===== src/rtl/fetch_controller_if.sv =====
// Handshake bundle between the fetch controller, the instruction memory and decode.
// master = fetch controller side, slave = memory/decode environment side.
interface fetch_controller_if;
  logic        im_req;
  logic [31:0] im_addr;
  logic        im_ready;
  logic [31:0] im_rdata;
  logic        instr_valid;
  logic [31:0] instr;
  logic [31:0] pc_out;
  logic        exc_adel;
  logic        stall;
  logic        redirect_valid;
  logic [31:0] redirect_pc;

  modport master (
    output im_req, im_addr, instr_valid, instr, pc_out, exc_adel,
    input  im_ready, im_rdata, stall, redirect_valid, redirect_pc
  );
  modport slave (
    input  im_req, im_addr, instr_valid, instr, pc_out, exc_adel,
    output im_ready, im_rdata, stall, redirect_valid, redirect_pc
  );
endinterface


===== src/rtl/fetch_controller.sv =====
// Instruction fetch sequencer: owns the PC, issues word requests over a variable-latency
// req/ready handshake, holds each word for decode and handles redirects and stale responses.
module fetch_controller #(
  parameter logic [31:0] PC_RESET = 32'h0000_3000,
  parameter logic [31:0] PC_LOW   = 32'h0000_3000,
  parameter logic [31:0] PC_HIGH  = 32'h0000_6FFC
) (
  input  logic                clk,
  input  logic                reset,
  fetch_controller_if.master  f
);

  typedef enum logic [1:0] {START, REQ, HOLD, DROP} state_e;

  state_e      state_q, state_d;
  logic [31:0] pc_q, pc_d;
  logic [31:0] req_addr_q, req_addr_d;
  logic [31:0] ibuf_q, ibuf_d;
  logic        exc_q, exc_d;
  logic        halt_q, halt_d;   // an accepted address exception stops fetch until a redirect
  logic        legal;
  logic        accept;

  assign legal = (pc_q >= PC_LOW) && (pc_q <= PC_HIGH) && (pc_q[1:0] == 2'b00);

  assign f.im_req      = ((state_q == REQ) && legal) || (state_q == DROP);
  assign f.im_addr     = (state_q == DROP) ? req_addr_q : pc_q;
  assign f.instr_valid = (state_q == HOLD) && !halt_q && !f.redirect_valid;
  assign f.instr       = ibuf_q;
  assign f.pc_out      = pc_q;
  assign f.exc_adel    = exc_q;
  assign accept        = f.instr_valid && !f.stall;

  always_comb begin
    state_d    = state_q;
    pc_d       = pc_q;
    req_addr_d = req_addr_q;
    ibuf_d     = ibuf_q;
    exc_d      = exc_q;
    halt_d     = halt_q;
    case (state_q)
      START: state_d = REQ;
      REQ: begin
        if (legal) begin
          req_addr_d = pc_q;
          if (f.redirect_valid) begin
            pc_d    = f.redirect_pc;
            // a response landing with the redirect is already stale; otherwise wait it out
            state_d = f.im_ready ? REQ : DROP;
          end else if (f.im_ready) begin
            ibuf_d  = f.im_rdata;
            exc_d   = 1'b0;
            state_d = HOLD;
          end
        end else if (f.redirect_valid) begin
          pc_d = f.redirect_pc;
        end else begin
          ibuf_d  = '0;
          exc_d   = 1'b1;
          state_d = HOLD;
        end
      end
      HOLD: begin
        if (f.redirect_valid) begin
          pc_d    = f.redirect_pc;
          halt_d  = 1'b0;
          state_d = REQ;
        end else if (accept) begin
          if (!exc_q) begin
            pc_d    = pc_q + 32'd4;
            state_d = REQ;
          end else begin
            halt_d = 1'b1;
          end
        end
      end
      DROP: begin
        if (f.redirect_valid) pc_d = f.redirect_pc;
        if (f.im_ready) state_d = REQ;
      end
      default: state_d = START;
    endcase
  end

  always_ff @(posedge clk or posedge reset) begin
    if (reset) begin
      state_q    <= START;
      pc_q       <= PC_RESET;
      req_addr_q <= PC_RESET;
      ibuf_q     <= '0;
      exc_q      <= 1'b0;
      halt_q     <= 1'b0;
    end else begin
      state_q    <= state_d;
      pc_q       <= pc_d;
      req_addr_q <= req_addr_d;
      ibuf_q     <= ibuf_d;
      exc_q      <= exc_d;
      halt_q     <= halt_d;
    end
  end

endmodule


===== src/flat_wrapper.sv =====
// flat-port wrapper written by rule: the top's interface ports become plain ports
module fetch_controller_flat 
#(
  parameter logic [31:0] PC_RESET = 32'h0000_3000,
  parameter logic [31:0] PC_LOW   = 32'h0000_3000,
  parameter logic [31:0] PC_HIGH  = 32'h0000_6FFC
)
  (clk, reset, f_im_req, f_im_addr, f_instr_valid, f_instr, f_pc_out, f_exc_adel, f_im_ready, f_im_rdata, f_stall, f_redirect_valid, f_redirect_pc);
  fetch_controller_if f_i ();
  input  logic clk;
  input  logic reset;
  output wire logic [$bits(f_i.im_req)-1:0] f_im_req;
  output wire logic [$bits(f_i.im_addr)-1:0] f_im_addr;
  output wire logic [$bits(f_i.instr_valid)-1:0] f_instr_valid;
  output wire logic [$bits(f_i.instr)-1:0] f_instr;
  output wire logic [$bits(f_i.pc_out)-1:0] f_pc_out;
  output wire logic [$bits(f_i.exc_adel)-1:0] f_exc_adel;
  input wire logic [$bits(f_i.im_ready)-1:0] f_im_ready;
  input wire logic [$bits(f_i.im_rdata)-1:0] f_im_rdata;
  input wire logic [$bits(f_i.stall)-1:0] f_stall;
  input wire logic [$bits(f_i.redirect_valid)-1:0] f_redirect_valid;
  input wire logic [$bits(f_i.redirect_pc)-1:0] f_redirect_pc;
  assign f_im_req = f_i.im_req;
  assign f_im_addr = f_i.im_addr;
  assign f_instr_valid = f_i.instr_valid;
  assign f_instr = f_i.instr;
  assign f_pc_out = f_i.pc_out;
  assign f_exc_adel = f_i.exc_adel;
  assign f_i.im_ready = f_im_ready;
  assign f_i.im_rdata = f_im_rdata;
  assign f_i.stall = f_stall;
  assign f_i.redirect_valid = f_redirect_valid;
  assign f_i.redirect_pc = f_redirect_pc;
  fetch_controller #(.PC_RESET(PC_RESET), .PC_LOW(PC_LOW), .PC_HIGH(PC_HIGH)) u_core (.clk(clk), .reset(reset), .f(f_i));
endmodule

===== config.mk =====
export PLATFORM = sky130hd
export DESIGN_NAME = fetch_controller_flat
export DESIGN_NICKNAME = d
export VERILOG_FILES = /design/src/rtl/fetch_controller_if.sv /design/src/rtl/fetch_controller.sv /design/src/flat_wrapper.sv
export SDC_FILE = /design/constraint.sdc
export NUM_CORES = 1
export LEC_CHECK = 0
export ABC_CLOCK_PERIOD_IN_PS = 4059
export BUFFER_PORTS_ARGS = -buffer_cell sky130_fd_sc_hd__buf_4
export CORE_ASPECT_RATIO = 1.25
export CORE_MARGIN = 2
export CORE_UTILIZATION = 45
export DETAILED_ROUTE_END_ITERATION = 10
export HOLD_SLACK_MARGIN = 0.02
export PLACE_DENSITY = 0.85
export SETUP_SLACK_MARGIN = 0.05
export SLEW_MARGIN = 40
export SYNTH_ARGS = -nofsm -noshare
export SYNTH_HDL_FRONTEND = slang
export SYNTH_SLANG_ARGS = --single-unit

===== constraint.sdc =====
create_clock -name clk -period 4.06 [get_ports clk]
set_input_delay 0.203 -clock clk [delete_from_list [all_inputs] [get_ports clk]]
set_output_delay 0.203 -clock clk [all_outputs]
set_load 0.05 [all_outputs]

# ---- Word-level counts from Yosys, hierarchy flattened
# Cells that the tools add are included.
dict set report classes {
  n_bitwise 1
  add_sub_neg 1
  n_lt_le_gt_ge 2
  n_mux 27
  n_reduce_logical 21
  eq_ne 10
}
# cell n
set ops {}
lappend ops {{two-way mux 32 bit} 9}
lappend ops {{case mux 32 bit (2 select lines)} 1}
lappend ops {{adder 32 x 3 -> 32 bit, second input constant} 1}
lappend ops {{greater-or-equal comparator 32 x 14 -> 1 bit, second input constant} 1}
lappend ops {{<= comparator 32 x 15 -> 1 bit, second input constant} 1}
lappend ops {{two-way mux 2 bit} 9}
lappend ops {{case mux 2 bit (4 select lines)} 1}
lappend ops {{two-way mux 1 bit} 7}
lappend ops {{logical AND 1 bit} 6}
lappend ops {{inequality test 3 x 2 -> 1 bit, second input constant} 2}
lappend ops {{AND reduction 3 bit} 2}
lappend ops {{nonzero test 2 bit} 3}
lappend ops {{AND reduction 5 bit} 1}
lappend ops {{equality test 2 bit, second input constant} 2}
lappend ops {{logical NOT 2 bit} 2}
lappend ops {{inequality test 2 bit, second input constant} 2}
lappend ops {{inequality test 4 bit, second input constant} 1}
lappend ops {{AND reduction 4 bit} 1}
lappend ops {{logical NOT 1 bit} 3}
lappend ops {{inequality test 3 bit, second input constant} 1}
lappend ops {{equality test 2 x 1 -> 1 bit, second input constant} 1}
lappend ops {{inequality test 2 x 1 -> 1 bit, second input constant} 1}
lappend ops {{AND reduction 2 bit} 1}
lappend ops {{OR reduction 2 bit} 1}
lappend ops {{2 further kinds} 2}
dict set report word_totals {
  reg_bits 100
  elab_cells 68
}

# ---- Depth between registers and ports, before layout
# Gate-level depths: netlist of the first run.
dict set report depth {
  depth_word 7
  mapped_depth 8
}

# ---- Least setup slack after synthesis of the first run
# Ideal clock, no wire load.
dict set report synth_timing {
  path_kind {reg-to-output}
  from {register u_core.pc_q[27], in the netlist u_core.f.pc_out[27]}
  to {output port f_im_req}
  stages_incl_launch_ff 6
  path_buffers 1
  path_slack_ps 1280
  arrival_time_ps 2577
  cell_sequence {dfrtp_1 or4_4 or4_4 nor4_4 buf_2 nand2b_1}
}
dict set report synth_via {
  elab_chain_cells 5
}
# element line
set synth_rtl {}
lappend synth_rtl {{start: declaration} fetch_controller.sv:16} ;# logic [31:0] pc_q, pc_d;
lappend synth_rtl {{start signal: assignment} fetch_controller.sv:95} ;# pc_q <= pc_d;
lappend synth_rtl {{greater-or-equal comparator 32 x 14 -> 1 bit / <= comparator 32 x 15 -> 1 bit (equally long branches)} fetch_controller.sv:24} ;# assign legal = (pc_q >= PC_LOW) && (pc_q <= PC_HIGH) && (pc_q[1:0] == 2'b00);
lappend synth_rtl {{logical AND 1 bit (*) (2 in series)} fetch_controller.sv:24}
lappend synth_rtl {{logical AND 1 bit (*)} fetch_controller.sv:26} ;# assign f.im_req = ((state_q == REQ) && legal) || (state_q == DROP);
lappend synth_rtl {{logical OR 1 bit (*)} fetch_controller.sv:26}
lappend synth_rtl {{end: declaration} flat_wrapper.sv:12} ;# output wire logic [$bits(f_i.im_req)-1:0] f_im_req;
# Mark *: on every way between the ends. The rest lies on a longest branch, timed or not.

# ---- Final worst setup path of the first run
# Same ends and word-level chain as after synthesis.

==> out/qor.txt, run 1 <==
status -> completed
Yosys reg bits -> 100
largest net degree at the start of global routing -> 69
H-tree levels -> 3
sequential share of the synthesized area -> 51.0%
FMAX -> 351 MHz
clk_lat worst skew -> 0.34 ns
DR vias -> 4553
Worst Hold Class -> input pin to flip-flop
Layout fillers -> 864
CP Capture Type -> primary output
Cell Area, Synth -> 4910 µm²
root buffer cell -> clkbuf_16
Initial DRT Pass Iterations -> 5
fin cells -> 761
Critical Path AT -> 2.65 ns
total wire length -> 14600 µm
initial antenna violation count -> 0
Port Buffers -> 167
Num CTS Buffers -> 9
Util after Layout -> 61.7%
syn avg cell area -> 10.5 µm²
Die Span Y -> 121 µm
Synth top area share -> 48.9%
PostCTS Resize Cnt -> 0
final net count -> 695
RePlAce Congestion -> 0.909
Setup Crit Path Kind -> flip-flop to primary output
wire per inst -> 19.2 µm
Worst VDD drop -> 0.000682 V
worst-margin pin slew -> 0.690 ns
final hold viol count -> 0
first-pass GRT wire length -> 23000 µm
asr flop ratio synth -> 100%
CTS clk-pin slew, worst paths -> 0.07 ns
die area -> 11800 µm²
clk sink count -> 100
Die Wd -> 97.5 µm
DP Area -> 6270 µm²
Via density -> 5.98
RSZ-0062 raised after global routing -> false
cells after synthesis -> 470
clock buffer depth -> 2
placed insts -> 744
min Tclk post-route -> 2.85 ns
total track usage -> 24.4%
share of layout cells above drive strength 1 -> 39.0%
Startpoint Class -> flip-flop
Residual DRC -> 0
PD cells -> 825 nW/µm²
most common cell in the netlist -> dfrtp_1
Synth Flop Type -> dfrtp_1
Ys Warns -> 0
Post-CTS Setup Inserts -> 0
static leakage -> 3.15 nW
vias in the first global route -> 4449
TritonCTS clock tree -> yes
# diodes -> 0
total design power -> 5.40 mW
# rows -> 42
Ports -> 168
Req. time, crit path -> 3.86 ns
post-synth cell types -> 50
fin crit share -> 70.2%
HPWL Detailed -> 10200 µm
Fin Setup TNS -> 0 ns
Synth top cells by count -> dfrtp_1 (96), mux2_2 (45), nand2_1 (39), a21oi_1 (35), a22o_1 (32)
final max-slew violation count -> 0
main area contributors after synthesis -> dfrtp_1 (49%), mux2_2 (10%), a22o_1 (5.7%), a21oi_1 (3.6%), nand2_1 (3.0%)
max-cap violations -> 0
Synth Net Count -> 541
Core Area -> 10600 µm²
global route total overflow -> 0
clock skew -> 0.00811 ns
critical path fanouts, max -> 18
cts hold-fix bufs -> 0
Layout area overhead -> 33.3%
post-route cell area -> 6550 µm²
Starting Density -> 46.3%
Post-synth EDFFs -> 0
Iter 0 DRT Violations -> 233
Slew HR -> 53.9%
leading area contributor after synthesis -> dfrtp_1
Setup-failing EPs final -> 0
Final ANT Viol Nets -> 0
[layout make-up]
type	count	area (µm²)	area share, %
clock buffer	16	262	3.99
inverter	8	35.0	0.535
multi-input combinational	329	2260	34.5
sequential	100	2510	38.3
tap	132	165	2.52
timing repair buffer	176	1320	20.2
[worst paths after layout]
path,from,endpoint,slack (ns),cells after the start
max,u_core.f.pc_out[27],f_im_req,1.21,6
min,f_redirect_pc[22],u_core.f.pc_out[22],0.07,3
max reg2reg,u_core.f.pc_out[15],u_core.f.instr[28],1.53,5
min reg2reg,u_core.f.instr[31],u_core.f.instr[31],0.49,1
max in group asynchronous,reset,u_core.req_addr_q[13],2.63,4
min in group asynchronous,reset,u_core.f.instr[20],0.52,3
[cell families after synthesis]
logic type,Yosys count,synth area share (%)
xor+xnor,1,0.178
mux,46,10.5
compound gates,132,18.4
fa+ha+maj,2,0.509
buf+inv,41,3.49
simple gates,148,15.8
flops,100,51.0
[metrics by stage]
step	hold slack, ns	worst slack (ns)
after CTS	0.0599	1.21
after global routing	0.0721	1.12
after global placement	0.405	1.34
after floorplan	0.290	1.24
after detailed placement	0.410	1.57
final	0.0663	1.21
[critical path, cell delays in order (launching register included)]
cell and delay [ns]:
dfrtp_1 0.46, or4_4 0.58, or4_4 0.44, nor4_4 0.17
buf_4 0.31, nand2b_1 0.14, buf_4 0.20
[metal layers]
layer,track usage (%),vias up,part of all wire (%)
li1,-,2054,-
met1,29.6,2223,39
met2,41.0,243,49
met3,5.72,33,8.4
met4,11.6,0,3.2
met5,0,-,0
[cells in the final DEF (no fill, tap or decap), types with 2 or more instances in the layout]
master and instances:
a31o_2 2, or4_4 2, a311oi_1 5, a22oi_1 2, nor4_1 6, and2_1 2
nand4_1 7, dfrtp_1 96, clkbuf_1 6, a2bb2oi_1 4, ha_1 2, nor2_1 24
and4_1 4, a21oi_1 35, nand3_1 14, nor2b_1 20, a31oi_1 6, nor3_1 11
o22a_1 2, o22ai_1 11, a22o_1 32, nor4_4 2, o32ai_1 2, buf_4 175
o21ai_0 17, inv_1 7, and3_1 4, nand2b_1 3, or3_1 4, nor2_4 2
clkbuf_16 9, o21a_1 3, or4_1 3, nand2_1 39, mux2_2 45, dfstp_2 4
[where the power goes]
| group | internal [mW] | leakage, nW | switching, mW |
|---|---|---|---|
| clock | 0.435 | 0.125 | 0.346 |
| combinational | 0.958 | 1.73 | 2.13 |
| sequential | 1.17 | 1.30 | 0.363 |
| total | 2.57 | 3.15 | 2.83 |
[registers in the layout, summed over array words and instances (netlist names)]
| register | cells |
|---|---|
| u_core.f.instr | 32 |
| u_core.req_addr_q | 32 |
| u_core.f.pc_out | 32 |
| u_core.f.exc_adel | 1 |
| u_core.halt_q | 1 |
| u_core.state_q | 2 |
Power figures use the tool's default switching activity.
==> run 2: changes to the inputs <==
ABC_CLOCK_PERIOD_IN_PS = 3000   (was 4059)
clock period = 3 ns   (was 4.06 ns; I/O delays follow)
==> out/qor.txt, run 2 (synthesis gave the netlist of run 1 again) <==
end of the worst register-to-register path -> u_core.req_addr_q[2]
final max-slew violation count -> 0 (unchanged)
Starting Density -> 46.3% (unchanged)
Worst Hold Class -> input pin to flip-flop
status -> completed
RePlAce Congestion -> 0.861 (-5.2%)
max-cap violations -> 0 (unchanged)
Slew HR -> 53.2% (-0.62 points)
Worst Path Buf+Inv -> 2 (unchanged)
critical path's top delay family -> simple AND/OR/NAND/NOR gates
Hold Path Depth -> 2 (-1)
PD cells -> 1130 nW/µm² (+37%)
Num CTS Buffers -> 9 (unchanged)
fin cells -> 771 (+1.3%)
Port Buffers -> 167 (unchanged)
Initial DRT Pass Iterations -> 5 (unchanged)
fin crit share -> 93.6%
CP Capture Type -> primary output
min-delay src -> f_im_rdata[30]
r2r setup slk -> 0.54 ns (-0.99 ns)
critical path fanouts, max -> 27 (+9)
CP max stage cell -> or4_4
# rows -> 42 (unchanged)
Setup Crit Path Kind -> flip-flop to primary output
Residual DRC -> 0 (unchanged)
final hold viol count -> 0 (unchanged)
CTS clk-pin slew, worst paths -> 0.07 ns (about the same)
Max stage delay on crit path -> 0.56 ns (-0.02 ns)
final net count -> 705 (+1.4%)
met1 usage -> 30.0% (+0.33 points)
Fin Setup TNS -> 0 ns (unchanged)
placed insts -> 748 (+0.54%)
first-pass GRT wire length -> 23300 µm (+1.5%)
Final ANT Viol Nets -> 0 (unchanged)
Iter 0 DRT Violations -> 309 (+33%)
Die Span Y -> 121 µm (unchanged)
total wire length -> 14700 µm (+0.97%)
DR vias -> 4628 (+1.6%)
most frequent cells in the layout -> buf_4 (177), dfrtp_1 (96), mux2_2 (45), nand2_1 (39), a21oi_1 (35)
Critical Path AT -> 2.66 ns (about the same)
Most Frequent Cell on Critical Path -> or4_4
met3 GRT Util -> 6.47% (+0.75 points)
Worst VDD drop -> 0.000790 V (+16%)
clk_lat worst skew -> 0.35 ns (about the same)
Via density -> 6.00 (+0.33%)
Hold Crit Endpoint -> u_core.f.instr[30]
wire per inst -> 19.1 µm (-0.34%)
commonest non-fill, non-tap cell in the layout -> buf_4
clock skew -> 0.0120 ns (+0.00391 ns)
Ports -> 168 (unchanged)
TritonCTS clock tree -> yes
root buffer cell -> clkbuf_16
Hold WS -> 0.0292 ns (-0.0371 ns)
Post-CTS Setup Inserts -> 0 (unchanged)
clk sink count -> 100 (unchanged)
Reg-to-Reg Start -> u_core.f.pc_out[27]
CP Cell Sequence -> or4_4 -> or4_4 -> nor4_4 -> buf_6 -> nand2b_1 -> buf_4
vias in the first global route -> 4587 (+3.1%)
RSZ-0062 raised after global routing -> false
Startpoint Class -> flip-flop
HPWL Detailed -> 10300 µm (+0.52%)
clock buffer depth -> 2 (unchanged)
Setup-failing EPs final -> 0 (unchanged)
H-tree levels -> 3 (unchanged)
total track usage -> 24.7% (+0.28 points)
die area -> 11800 µm² (unchanged)
worst-margin pin slew -> 0.695 ns (+0.00460 ns)
global route total overflow -> 0 (unchanged)
Die Wd -> 97.5 µm (unchanged)
Req. time, crit path -> 2.85 ns (-1.01 ns)
Layout area overhead -> 36.8%
GRT Max-Usage Layer -> met2
largest net degree at the start of global routing -> 71 (+2.9%)
# diodes -> 0 (unchanged)
Core Area -> 10600 µm² (unchanged)
min Tclk post-route -> 2.81 ns
FMAX -> 356 MHz
M2 GR Usage -> 42.8% (+1.8 points)
share of layout cells above drive strength 1 -> 39.7% (+0.80 points)
initial antenna violation count -> 0 (unchanged)
static leakage -> 3.22 nW (+2.4%)
Reg2Reg Depth -> 5 (unchanged)
[run 2: cell types whose count changed in the layout (fill, tap and decap cells not counted), sizes merged]
cell / delta
bufinv: +3
clkinv: +1
buf: +4
dlygate4sd3: +6
clkinvlp: +2
clkbuf: -6
[run 2: worst max path at each step]
stage / from / to / slack, ns / depth (start not counted)
after floorplan: reset / u_core.f.exc_adel / 0.24 / 1
after global placement: u_core.f.pc_out[27] / f_im_req / 0.59 / 6
after detailed placement: u_core.f.pc_out[27] / u_core.req_addr_q[3] / 0.51 / 5
after CTS: u_core.f.pc_out[27] / f_im_req / 0.12 / 6
after global routing: u_core.f.pc_out[27] / f_im_req / 0.09 / 6
final: u_core.f.pc_out[27] / f_im_req / 0.19 / 6
[run 2: per-layer routing]
metal | vias up | part of all wire [%] | routed length (µm)
met5 | - | 0 | 0
met4 | 0 | 2.2 | 326
met3 | 32 | 9.3 | 1370
met2 | 285 | 51 | 7500
met1 | 2236 | 38 | 5550
li1 | 2075 | - | -
[run 2: timing repair]
item	in CTS	in global routing
resized for setup	0	1
hold buffers	7	0
setup endpoints to repair	0	1
hold endpoints to repair	71	0
[run 2: report_power, final]
| part | total [mW] | switching (mW) | leakage, nW | internal, mW |
|---|---|---|---|---|
| Combinational | 4.14 | 2.83 | 1.77 | 1.31 |
| Clock | 1.33 | 0.510 | 0.159 | 0.817 |
| Sequential | 2.11 | 0.518 | 1.30 | 1.59 |
[run 2: cell type report]
cell class,count,area [µm²]
fill,834,3900
sequential,100,2510
tap,132,165
clock inverter,6,114
multi-input combinational,329,2240
timing repair buffer,186,1430
clock buffer,10,229
inverter,8,35.0
[run 2: through the flow]
stage	instance area (µm²)	total power, mW	setup slack [ns]	utilization, %
after floorplan	4910	4.94	0.238	-
after global placement	6300	6.14	0.587	59.3
after detailed placement	6300	6.23	0.506	59.4
after CTS	6720	7.58	0.117	63.3
after global routing	6720	7.87	0.0889	63.3
final	6720	7.57	0.192	63.3
==> run 3: changes to the inputs <==
ABC_AREA = 1   (was not set)
PLACE_DENSITY = 0.83   (was 0.85)
SETUP_SLACK_MARGIN = 0.4   (was 0.05)
==> out/qor.txt, run 3 <==
main area contributors after synthesis -> dfrtp_1 (42%), nand2_1 (14%), nor2_1 (8.7%), inv_1 (6.4%), nand3_1 (6.4%)
total wire length -> 16100 µm (+9.5%)
RePlAce Congestion -> 0.930 (+8.0%)
Hold Path Depth -> 2 (unchanged)
critical path's top delay family -> buffers and inverters
clk sink count -> 100 (unchanged)
Yosys reg bits -> 100 (unchanged)
clock network power share -> 14.2% (-3.3 points)
# diodes -> 0 (unchanged)
final max-slew violation count -> 0 (unchanged)
CP max stage cell -> dfrtp_1
H-tree levels -> 3 (unchanged)
initial antenna violation count -> 0 (unchanged)
Worst VDD drop -> 0.000748 V (-5.2%)
root buffer cell -> clkbuf_16
Setup-failing EPs final -> 0 (unchanged)
TritonCTS clock tree -> yes
first-pass GRT wire length -> 26300 µm (+13%)
total design power -> 7.99 mW (+5.5%)
share of layout cells above drive strength 1 -> 22.8% (-17 points)
DR vias -> 5735 (+24%)
clock skew -> 0.00598 ns (-0.00604 ns)
Cell Area, Synth -> 5670 µm² (+15%)
end of the worst register-to-register path -> u_core.req_addr_q[26]
Reg-to-Reg Start -> u_core.f.pc_out[3]
fin crit share -> 80.1% (-14 points)
syn avg cell area -> 7.05 µm² (-33%)
min-delay src -> f_redirect_pc[1]
FMAX -> 416 MHz (+17%)
worst-margin pin slew -> 0.765 ns (+0.0699 ns)
Max stage delay on crit path -> 0.61 ns (+0.05 ns)
Seq pwr share -> 26.1% (-1.7 points)
Synth top cells by count -> nand2_1 (209), nor2_1 (132), inv_1 (97), dfrtp_1 (96), nand3_1 (72)
clk_lat worst skew -> 0.34 ns (about the same)
asr flop ratio synth -> 100% (unchanged)
Setup Crit Path Kind -> flip-flop to primary output
r2r setup slk -> 0.73 ns (+0.19 ns)
Critical Path AT -> 2.25 ns (-0.41 ns)
post-synth cell types -> 40 (-20%)
Die Wd -> 104 µm (+7.1%)
Worst Path Buf+Inv -> 2 (unchanged)
Synth top area share -> 42.4% (-6.5 points)
Startpoint Class -> flip-flop
CP Capture Type -> primary output
CP Cell Sequence -> nand2_2 -> buf_4 -> o21ai_0 -> buf_4
Logic pwr share -> 59.8% (+5.1 points)
global route total overflow -> 0 (unchanged)
commonest non-fill, non-tap cell in the layout -> nand2_1
Most Frequent Cell on Critical Path -> buf_4
max-cap violations -> 0 (unchanged)
Ys Warns -> 0 (unchanged)
PD cells -> 1090 nW/µm² (-3.7%)
Layout area overhead -> 29.8%
Net Sw Power -> 4.41 mW (+14%)
static leakage -> 3.93 nW (+22%)
total track usage -> 24.1% (-0.60 points)
Port Buffers -> 167 (unchanged)
cells after synthesis -> 805 (+71%)
most frequent cells in the layout -> nand2_1 (208), buf_4 (176), nor2_1 (132), inv_1 (96), dfrtp_1 (96)
sequential share of the synthesized area -> 44.2% (-6.8 points)
Via density -> 5.08 (-15%)
wire per inst -> 14.3 µm (-25%)
Ports -> 168 (unchanged)
Synth Flop Type -> dfrtp_1
Post-CTS Setup Inserts -> 0 (unchanged)
clock buffer depth -> 2 (unchanged)
Initial DRT Pass Iterations -> 5 (unchanged)
Iter 0 DRT Violations -> 329 (+6.5%)
Final ANT Viol Nets -> 0 (unchanged)
Fin Setup TNS -> 0 ns (unchanged)
critical path fanouts, max -> 38 (+41%)
most common cell in the netlist -> nand2_1
Internal -> 3.58 mW (-3.5%)
Core Area -> 12200 µm² (+15%)
HPWL Detailed -> 12000 µm (+16%)
largest net degree at the start of global routing -> 101 (+42%)
status -> completed
Die Span Y -> 130 µm (+7.2%)
RSZ-0062 raised after global routing -> false
Slew HR -> 48.9% (-4.3 points)
die area -> 13500 µm² (+15%)
leading area contributor after synthesis -> dfrtp_1
Hold Crit Endpoint -> u_core.f.pc_out[1]
switching share of power -> 55.2% (+4.2 points)
CTS clk-pin slew, worst paths -> 0.06 ns (about the same)
final hold viol count -> 0 (unchanged)
Post-synth EDFFs -> 0 (unchanged)
# rows -> 45 (+7.1%)
Starting Density -> 46.4% (+0.15 points)
final net count -> 1030 (+46%)
vias in the first global route -> 5352 (+17%)
Residual DRC -> 0 (unchanged)
Worst Hold Class -> input pin to flip-flop
Req. time, crit path -> 2.85 ns (about the same)
Synth Net Count -> 876 (+62%)
min Tclk post-route -> 2.40 ns (-0.405 ns)
Num CTS Buffers -> 9 (unchanged)
Reg2Reg Depth -> 10 (+5)
[run 3: cell count changes after synthesis, sizes merged, moves of 21 or more]
cell and delta:
inv +94, mux2 -39, nor2 +109, nand3 +61
a21oi -21, nand2 +174, o21ai +46, a22o -32
[run 3: final cells by class]
type	instances	area, µm²
Fill cell	1138	4850
Multi-Input combinational cell	568	2630
Sequential cell	100	2510
Timing Repair Buffer	178	1350
Inverter	102	387
Clock buffer	13	240
Tap cell	164	205
Clock inverter	3	40.0
[run 3: worst register-to-register path, stage by stage (launching register included)]
cell and delay (ns):
dfrtp_1 0.41, ha_1 0.23, nand2_1 0.10, inv_1 0.10, nand3_2 0.09, nor2_2 0.16
nand3_1 0.10, nand2_1 0.12, nand3_2 0.09, nor3_4 0.59, nor2_1 0.13
[run 3: per-layer routing]
| metal | up-vias | routed length, µm | track usage, % |
|---|---|---|---|
| met5 | - | 0 | 0 |
| met4 | 0 | 376 | 8.66 |
| met3 | 27 | 1250 | 5.89 |
| met2 | 213 | 8020 | 41.4 |
| met1 | 2645 | 6500 | 29.7 |
| li1 | 2850 | - | - |
[run 3: power groups by stage]
| stage | logic (mW) | clock network (mW) | registers, mW |
|---|---|---|---|
| final | 4.77 | 1.13 | 2.08 |
| after global routing | 5.11 | 1.21 | 2.12 |
| after CTS | 4.78 | 1.15 | 2.07 |
| after detailed placement | 4.77 | 0 | 2.10 |
| after global placement | 4.72 | 0 | 2.09 |
| after floorplan | 2.68 | 0 | 2.71 |
[run 3: cell families (layout without fill, tap and decap cells)]
group,after synthesis,in the layout,share of synthesized area [%]
muxes,6,6,1.19
xor gates and xnor gates,9,9,1.39
and+or+nand+nor,449,449,33.4
DFF,100,100,44.2
adders and majority gates,2,2,0.441
AOI/OAI and AO/OA,102,102,9.75
buffers and inverters,137,296,9.62
[run 3: timing repair]
action / in CTS / in global routing
setup endpoints to repair: 0 / 1
gates resized for setup: 0 / 1
hold buffers: 1 / 0
endpoints found under the hold margin: 96 / 0
[run 3: how the worst max path moves through the flow]
stage,from,to,cells after the start,slack (ns)
3_5_place_dp,u_core.f.pc_out[3],u_core.req_addr_q[26],10,0.72
4_1_cts,u_core.f.pc_out[13],f_im_req,11,0.56
6_report,u_core.state_q[1],f_im_addr[29],4,0.60
5_1_grt,u_core.state_q[1],f_im_addr[29],4,0.46
2_1_floorplan,u_core.f.pc_out[13],f_im_req,11,0.79
3_3_place_gp,u_core.f.pc_out[3],u_core.req_addr_q[16],10,0.83
[run 3: per-stage QoR]
step / area [µm²] / util (%) / setup slack, ns / hold slack, ns / instances
2_1_floorplan: 5680 / - / 0.787 / 0.300 / 805
3_3_place_gp: 7070 / 57.8 / 0.830 / 0.350 / 1111
3_5_place_dp: 7070 / 57.8 / 0.717 / 0.345 / 1111
4_1_cts: 7360 / 60.2 / 0.559 / 0.0361 / 1128
5_1_grt: 7360 / 60.3 / 0.458 / 0.0409 / 1128
6_report: 7360 / 60.3 / 0.597 / 0.0397 / 1128
